<file path="config.mk">
export PLATFORM = sky130hd
export DESIGN_NAME = cpu_bus_responder
export DESIGN_NICKNAME = d
export VERILOG_FILES = /design/src/rtl/cpu_bus_responder.sv
export SDC_FILE = /design/constraint.sdc
export NUM_CORES = 1
export LEC_CHECK = 0
export CAP_MARGIN = 20
export CORE_MARGIN = 3
export CORE_UTILIZATION = 48
export DETAILED_ROUTE_END_ITERATION = 8
export GPL_TIMING_DRIVEN = 0
export PLACE_DENSITY = 0.78
export SYNTH_ARGS = -nofsm -noshare
export SYNTH_HDL_FRONTEND = slang
export SYNTH_SLANG_ARGS = --single-unit
</file>
<file path="constraint.sdc">
create_clock -name clk -period 2.5 [get_ports clk]
set_input_delay 0.375 -clock clk [delete_from_list [all_inputs] [get_ports clk]]
set_output_delay 0.375 -clock clk [all_outputs]
set_load 0.02 [all_outputs]
</file>
<file path="src/rtl/cpu_bus_responder.sv">
// rtl/cpu_bus_responder.sv - memory-side responder for the CPU's multiplexed external bus
module cpu_bus_responder #(
   parameter int unsigned TIMEOUT  = 16,
   parameter logic [7:0]  OPEN_BUS = 8'hFF,
   parameter int unsigned CNT_W    = 5
) (
   input  logic        clk,
   input  logic        rst_n,
   input  logic        phi,
   input  logic [7:0]  addr_in,
   input  logic [7:0]  data_in,
   output logic [7:0]  data_out,
   output logic [7:0]  data_oe,
   output logic        rdy_out,
   output logic        mem_req,
   output logic        mem_we,
   output logic [15:0] mem_addr,
   output logic [7:0]  mem_wdata,
   input  logic [7:0]  mem_rdata,
   input  logic        mem_ack,
   output logic        bus_err
);

   // Last count value a request may sit at before it is abandoned.
   localparam logic [CNT_W-1:0] LP_CNT_LAST = CNT_W'(TIMEOUT - 1);
   localparam logic [CNT_W-1:0] LP_CNT_MAX  = {CNT_W{1'b1}};

   typedef enum logic [2:0] {
      S_IDLE,
      S_REQ,
      S_STALL,
      S_STALL_DONE,
      S_HOLD
   } state_t;

   state_t r_state;
   state_t w_next;

   logic             r_phi_d;
   logic [7:0]       r_addr_lo;
   logic             r_rw_l;
   logic             r_is_read;
   logic [7:0]       r_rdata;
   logic [CNT_W-1:0] r_count;

   logic [7:0]       r_data_out;
   logic [7:0]       r_data_oe;
   logic             r_rdy_out;
   logic             r_mem_req;
   logic             r_mem_we;
   logic [15:0]      r_mem_addr;
   logic [7:0]       r_mem_wdata;
   logic             r_bus_err;

   logic             w_rise;
   logic             w_fall;
   logic             w_ack;
   logic             w_timeout;
   logic             w_start;
   logic             w_finish;
   logic             w_stall_enter;
   logic             w_drive;

   assign w_rise    = phi & ~r_phi_d;
   assign w_fall    = ~phi & r_phi_d;
   // An ack only counts while a request is actually outstanding.
   assign w_ack     = mem_ack & r_mem_req;
   assign w_timeout = (r_count == LP_CNT_LAST);
   // Read data goes back to the CPU only in the high phase of a served read.
   assign w_drive   = (r_state == S_HOLD) && r_is_read && phi;

   assign data_out  = r_data_out;
   assign data_oe   = r_data_oe;
   assign rdy_out   = r_rdy_out;
   assign mem_req   = r_mem_req;
   assign mem_we    = r_mem_we;
   assign mem_addr  = r_mem_addr;
   assign mem_wdata = r_mem_wdata;
   assign bus_err   = r_bus_err;

   // Phase history for edge detection and low-phase address/rw capture.
   always_ff @(posedge clk) begin
      if (!rst_n) begin
         r_phi_d   <= 1'b0;
         r_addr_lo <= 8'h00;
         r_rw_l    <= 1'b0;
      end else begin
         r_phi_d <= phi;
         if (!phi) begin
            r_addr_lo <= addr_in;
            r_rw_l    <= data_in[0];
         end
      end
   end

   // State register.
   always_ff @(posedge clk) begin
      if (!rst_n) begin
         r_state <= S_IDLE;
      end else begin
         r_state <= w_next;
      end
   end

   // Next-state decode and per-cycle control strobes.
   always_comb begin
      w_next        = r_state;
      w_start       = 1'b0;
      w_finish      = 1'b0;
      w_stall_enter = 1'b0;
      case (r_state)
         S_IDLE: begin
            if (w_rise) begin
               w_start = 1'b1;
               w_next  = S_REQ;
            end
         end
         S_REQ: begin
            if (w_ack || w_timeout) begin
               w_finish = 1'b1;
               // Completion coinciding with fall is still too late for
               // this bus cycle: the CPU must be stalled and repeat it.
               if (w_fall) begin
                  w_stall_enter = 1'b1;
                  w_next        = S_STALL_DONE;
               end else begin
                  w_next = S_HOLD;
               end
            end else if (w_fall) begin
               w_stall_enter = 1'b1;
               w_next        = S_STALL;
            end
         end
         S_STALL: begin
            if (w_ack || w_timeout) begin
               w_finish = 1'b1;
               w_next   = S_STALL_DONE;
            end
         end
         S_STALL_DONE: begin
            // The repeated cycle is served from the buffered result; its
            // address is trusted to match and a repeated write is dropped.
            if (w_rise) begin
               w_next = S_HOLD;
            end
         end
         S_HOLD: begin
            if (w_fall) begin
               w_next = S_IDLE;
            end
         end
         default: begin
            w_next = S_IDLE;
         end
      endcase
   end

   // Memory-side request, address/data latching and result capture.
   always_ff @(posedge clk) begin
      if (!rst_n) begin
         r_mem_req   <= 1'b0;
         r_mem_we    <= 1'b0;
         r_mem_addr  <= 16'h0000;
         r_mem_wdata <= 8'h00;
         r_is_read   <= 1'b0;
         r_rdata     <= 8'h00;
         r_bus_err   <= 1'b0;
      end else begin
         if (w_start) begin
            r_mem_req  <= 1'b1;
            r_mem_addr <= {addr_in, r_addr_lo};
            r_mem_we   <= ~r_rw_l;
            r_is_read  <= r_rw_l;
            if (!r_rw_l) begin
               r_mem_wdata <= data_in;
            end
         end
         if (w_finish) begin
            r_mem_req <= 1'b0;
            // An ack wins over a timeout landing in the same cycle.
            if (w_ack) begin
               if (r_is_read) begin
                  r_rdata <= mem_rdata;
               end
            end else begin
               r_rdata   <= OPEN_BUS;
               r_bus_err <= 1'b1;
            end
         end
      end
   end

   // Wait counter: cleared at request start, saturating while waiting.
   always_ff @(posedge clk) begin
      if (!rst_n) begin
         r_count <= '0;
      end else if (w_start) begin
         r_count <= '0;
      end else if ((r_state == S_REQ || r_state == S_STALL) && r_count != LP_CNT_MAX) begin
         r_count <= r_count + 1'b1;
      end
   end

   // CPU-side ready: dropped when the phase ends before completion,
   // released once the result is buffered.
   always_ff @(posedge clk) begin
      if (!rst_n) begin
         r_rdy_out <= 1'b1;
      end else if (w_stall_enter) begin
         r_rdy_out <= 1'b0;
      end else if (r_state == S_STALL_DONE) begin
         r_rdy_out <= 1'b1;
      end
   end

   // Registered read-data drive toward the CPU.
   always_ff @(posedge clk) begin
      if (!rst_n) begin
         r_data_out <= 8'h00;
         r_data_oe  <= 8'h00;
      end else begin
         if (w_drive) begin
            r_data_out <= r_rdata;
            r_data_oe  <= 8'hFF;
         end else begin
            r_data_oe  <= 8'h00;
         end
      end
   end

endmodule

</file>
* Word level (Yosys, flattened, before mapping) *
Index checks and enable logic that the tools add are counted.

word-level totals
  register bits = 71
  input port bits = 28
  output and inout bits = 44
  word-level logic and storage cells = 69

operators by class
  add/sub/neg operators = 1
  equal/unequal tests = 12
  muxes and demuxes = 19
  bitwise gates (word level) = 8
  reduce and logical (&&, ||, !) cells = 14

operators by type and width
  kind                                            number
  2-to-1 mux 8 bit                                3
  2-to-1 mux 3 bit                                7
  case mux 3 bit (5 select lines)                 1
  != test 2 bit (second input constant)           5
  2-to-1 mux 1 bit                                8
  == test 3 x 2 -> 1 bit (second input constant)  2
  AND reduction 2 bit                             3
  OR reduction 2 bit                              3
  adder 5 x 1 -> 5 bit (second input constant)    1
  == test 5 x 4 -> 1 bit (second input constant)  1
  != test 5 bit (second input constant)           1
  inverter 1 bit                                  5
  AND reduction 5 bit                             1
  bitwise AND 1 bit                               3
  == test 3 x 1 -> 1 bit (second input constant)  1
  == test 3 bit (second input constant)           1
  logical AND 1 bit                               3
  logical NOT 3 bit                               1
  != test 3 bit (second input constant)           1
  logical OR 1 bit                                2
  nonzero test 2 bit                              1

* Logic depth before layout (Yosys ltp) *
  depth after elaboration = 5
  mapped depth = 8
  mapped depth without buffers = 7

* Worst setup path before layout *
No wires, ideal clock.

  kind = register to register
  start point = register r_count[0]
  end point = register r_state[1]
  setup time = 131 ps
  data arrival time = 1,806 ps
  data required time = 2,369 ps
  path slack = 563 ps
  stages on the path, launching flop included = 8
  buffers on the path = 0
  period minus slack after synthesis = 1,937 ps
  path through = dfxtp_1 > ha_1 > and3_1 > ha_1 > a21oi_1 > nand2b_1 > a2111oi_0 > nor3_1

between the ends
  longest elaborated chain between the ends = 4
  elaborated cells between the ends (all ways) = 7
  those cells by class = 3 x eq/ne; 2 x mux; 2 x reduce/logical

ends and longest elaborated chain
  item                                                                                     RTL line  text
  from (decl)                                                                              44        logic [CNT_W-1:0] r_count;
  from (signal assigned)                                                                   200       r_count <= r_count + 1'b1;
  == test 5 x 4 -> 1 bit (*)                                                               68        assign w_timeout = (r_count == LP_CNT_LAST);
  logical OR 1 bit (*)                                                                     119, 135
  != test 3 bit (no line), or another cell as far along                                    n/a
  AND reduction 5 bit (no line) / case mux 3 bit (5 select lines) (equally long branches)  n/a
  to (signal assigned)                                                                     101       r_state <= w_next;
  to (decl)                                                                                36        state_t r_state;

Every way passes the cells marked *; elsewhere a longest branch is shown, timed or not.
A chain may end at the register's enable or synchronous reset.

* Final worst setup path *
  start point = register r_count[0]
  end point = register r_state[2]

Same word-level chain as after synthesis.

==> impl_summary.md <==
Placement
Once placement completed, the tool counted placed cells totaling 437. The placed instances occupy a cell area of 3570 um^2. The sum of net half-perimeters after detailed placement is about 4.3 mm. The count of port buffers added during placement is slightly below 70. At the end of routability-driven placement, the weighted congestion stood at 0.801.

Clocking
Post-CTS timing repair inserted 0 buffers for setup. The tree built by TritonCTS fans out to 64 sinks. TritonCTS built the clock tree. Post-CTS repair changed the size of 0 cells. The latest clock arrival within the worst-skew pair is around 0.33 ns.

The H-tree level count is 3. The tree is rooted in a sky130_fd_sc_hd__clkbuf_8. The number of buffers between clock root and the deepest sink is 2. Buffers inserted during clock tree synthesis total 9. After clock tree synthesis, the clock-pin slew on the worst setup and hold paths is 0.07 ns.

After clock tree synthesis, the flow added hold-fix buffers numbering 0.

Floorplanning
between 70 and 80 I/O pins were placed. The floorplan step set the die width to between 80 and 90 um. The core region is around 5600 um^2. The row count is 27. The vertical extent of the die is 82.2 um. The total die area is around 6800 um^2.

Once the floorplan was initialized, standard cells occupied between 50% and 60% of the core.

Route
The pre-antenna-repair detailed-routing pass consisted of 4 iterations. In the routed layout, each cell is associated on average with a via count of 5.05. The first routing iteration left 77 violations. The total detailed-routing wirelength is 6.21 mm. The total DRC errors in the routed layout is 0. After detailed routing, the average wire length per cell comes to ~14 um.

The final route contains 2289 vias. The post-route antenna net violation count is 0.

Global route
The total overflow left after global routing is 0. The first-pass GRT wire length is 10.0 mm. The initial antenna violation count is 0.

The via count of the first global-routing pass is ~2200. Entering global routing, the biggest net connects 12 pins. The global-route total usage across every layer is 19.4%.

Synth
Synthesis produced a netlist with a net count of 327. The number of synthesized register bits is 64. The synthesized netlist occupies a cell area of about 2800 um^2.

For this run, asynchronously set or reset flops after synthesis account for 0%. The netlist uses 41 different library cells. Yosys mapped a number of flops with a built-in enable equal to 0. In the synthesized netlist, the number of instances is approximately 300. The most used flip-flop cell after synthesis is sky130_fd_sc_hd__dfxtp_1. The average instance in the mapped netlist occupies between 9 and 10 um^2. Sequential elements use 46.0% of the synthesized area. The synthesis warning total is 0.

Min path
The path type of the worst min-delay path is input port to flop.

STA
Setup violations remaining at the end of the flow were counted as 0. For the pin with the worst max-slew slack, the measured transition is 0.681 ns. Across the routed clock network, the largest skew measured is approximately 0.0048 ns. The sum of negative setup slack is 0 ns. Setup repair after global routing left no endpoint under its margin. Based on the critical path, the design can be clocked at up to 456 MHz. The hold violation count in the final report was 0. The post-route clock period utilization is 87.8%.

The number of max-slew violations in the final report is 0. Measured against its own limit, the worst slew margin works out to 54.2%. The clock period minus worst slack is between 2 and 2.5 ns.

Final layout
After the last flow step, the layout net total stands at 407. Cells with a size suffix above 1 make up 10.5% of the layout. Compared with the post-synthesis result, the final layout area differs by 35.1%. The repair_antennas step left the layout with diodes totalling 0. The total non-filler cell area in the finished layout is 3770 um^2.

The number of fillers in the final layout is 460. The final core utilization is approximately 68%. The final standard cell count with taps included and fillers excluded is between 400 and 500.

Worst setup path
Together, buffers and inverters on the worst path number 0. The slowest cell on the critical path is sky130_fd_sc_hd__a21oi_1. The data required time at the worst endpoint is 2.76 ns. The end of the worst register-to-register path is r_state[2]$_SDFFE_PN0P_. The type of the worst setup path is flop to flop. The critical path depth in cells is 7.

At the worst endpoint, the arrival time is roughly 2.5 ns. Along the worst path, the maximum fanout reaches 7. The length in cells of the worst reg-to-reg path is 7. The slack of the worst reg-to-reg path is 0.30 ns.

Walking the worst path, the cells encountered are ha_1 -> and3_1 -> ha_1 -> a21oi_1 -> o21ai_0 -> nor3_1 -> mux2i_1. The startpoint identified for the worst register-to-register timing path is r_count[0]$_SDFFE_PP0P_. The kind of cell with the highest combined delay along the critical path is compound AO/OA/AOI/OAI gates. The most frequent cell on the critical path is sky130_fd_sc_hd__ha_1. In this design, the stage delay of the slowest critical-path cell is about 0.48 ns.

The first element of the critical path is r_count[0]$_SDFFE_PP0P_. The timing endpoint of the critical path is r_state[2]$_SDFFE_PN0P_. The critical path launch point type is a flop. The type of destination of the critical path is a flop.

Power
The share of total power in sequential cells is 43.7%. The share of total power dissipated in the clock network is approximately a third. The net switching power of the design is 772 uW. The cell internal power dissipation is between 1.5 and 2 mW.

The overall power is 2.62 mW. The static leakage is ~1.4 nW. Dividing total power by cell area gives a power density of 695 nW/um^2. Per report_power, the combinational group accounts for 22.5% of the total. The switching share of total power is 29.5%. The highest ir drop seen on vdd is 0.000488 V.

Run
Max-cap violations in this run came to 0.

Outcome
The run finished with clean final reports.
## final cells by class
type	instances	area [um^2]	share of cell area (%)
Sequential cell	64	1280	34.0
Timing Repair Buffer	69	691	18.3
Multi-Input combinational cell	200	1320	35.1
Buffer	28	170	4.52
Inverter	4	15.0	0.399
Clock inverter	5	56.3	1.50
Tap cell	72	90.1	2.39
Clock buffer	11	141	3.75
## registers in the layout, summed over array words and instances (netlist names), 3 cells and up
name	flops
r_state	3
r_addr_lo	8
mem_wdata	8
r_rdata	8
r_count	5
mem_addr	16
data_out	8
## cell usage after synthesis (2+ instances only)
library cell	number	area, um^2
sky130_fd_sc_hd__clkbuf_1	11	41.3
sky130_fd_sc_hd__nor2b_1	20	125
sky130_fd_sc_hd__ha_1	3	37.5
sky130_fd_sc_hd__a21boi_1	33	248
sky130_fd_sc_hd__o211ai_1	2	15.0
sky130_fd_sc_hd__nand3_1	4	20.0
sky130_fd_sc_hd__xnor2_1	4	35.0
sky130_fd_sc_hd__nor3_1	4	20.0
sky130_fd_sc_hd__buf_6	3	33.8
sky130_fd_sc_hd__inv_1	4	15.0
sky130_fd_sc_hd__nand2_1	52	195
sky130_fd_sc_hd__buf_2	4	20.0
sky130_fd_sc_hd__nand2b_1	2	12.5
sky130_fd_sc_hd__buf_4	10	75.1
sky130_fd_sc_hd__mux2i_1	28	280
sky130_fd_sc_hd__o21ai_2	2	17.5
sky130_fd_sc_hd__and2_1	2	12.5
sky130_fd_sc_hd__o21ai_0	12	60.1
sky130_fd_sc_hd__nor2_1	9	33.8
sky130_fd_sc_hd__dfxtp_1	64	1280
sky130_fd_sc_hd__a21oi_1	3	15.0
## metrics by stage
step / setup slack [ns] / hold WS, ns
2_1_floorplan: 0.563 / 0.430
3_3_place_gp: 0.304 / 0.440
3_5_place_dp: 0.325 / 0.444
4_1_cts: 0.329 / 0.373
5_1_grt: 0.0846 / 0.405
6_report: 0.305 / 0.381
## worst min-delay path by stage
| stage | cells past startpoint | from | endpoint |
|---|---|---|---|
| after CTS | 3 | phi | r_addr_lo[3]$_SDFFE_PN0N_ |
| final | 3 | phi | r_addr_lo[3]$_SDFFE_PN0N_ |
| after global routing | 3 | phi | r_addr_lo[2]$_SDFFE_PN0N_ |
| after detailed placement | 2 | mem_addr[9]$_SDFFE_PN0P_ | mem_addr[9]$_SDFFE_PN0P_ |
| after floorplan | 2 | r_addr_lo[0]$_SDFFE_PN0N_ | mem_addr[0]$_SDFFE_PN0P_ |
| after global placement | 2 | r_addr_lo[1]$_SDFFE_PN0N_ | mem_addr[1]$_SDFFE_PN0P_ |
## layer usage
metal | share of wire, % | vias up | global-route usage, %
li1 | - | 1154 | -
met3 | 3.8 | 11 | 4.12
met4 | 2.0 | 0 | 9.47
met2 | 50 | 44 | 32.1
met1 | 44 | 1080 | 23.9
met5 | 0 | - | 0
## cells by family after synthesis
kind of cell	synth area share, %
muxes	10.1
adders and majority gates	1.35
xor gates and xnor gates	1.26
buffers and inverters	6.64
DFF	46.0
and+or+nand+nor	19.4
AOI/OAI and AO/OA	15.3
## tightest hold or removal path: cells and delay by family
family / cells / cell delay (ns)
buf+inv: 1 / 0.13
mux: 1 / 0.08
simple gates: 1 / 0.10
## cells in the final DEF, fill, tap and decap left out, drive strengths merged, types with 2 or more instances in the layout
| cell type | instances |
|---|---|
| buf | 17 |
| nor3 | 5 |
| ha | 3 |
| clkinv | 3 |
| o21ai | 14 |
| clkbuf | 22 |
| xnor2 | 4 |
| a21boi | 34 |
| and2 | 2 |
| nand2 | 53 |
| nor4b | 2 |
| o211ai | 2 |
| clkdlybuf4s50 | 69 |
| dfxtp | 64 |
| inv | 4 |
| nor2 | 10 |
| nand2b | 3 |
| mux2i | 28 |
| nor4 | 2 |
| nand3 | 4 |
| nor2b | 20 |
| a21oi | 3 |
## power by group through the flow
stage / registers, mW / clock network [mW] / logic (mW)
3_5_place_dp: 1.17 / 0 / 0.585
4_1_cts: 1.15 / 0.898 / 0.591
3_3_place_gp: 1.17 / 0 / 0.577
2_1_floorplan: 1.21 / 0 / 0.334
5_1_grt: 1.15 / 0.945 / 0.644
6_report: 1.15 / 0.885 / 0.588
(Power assumes the default switching activity.)
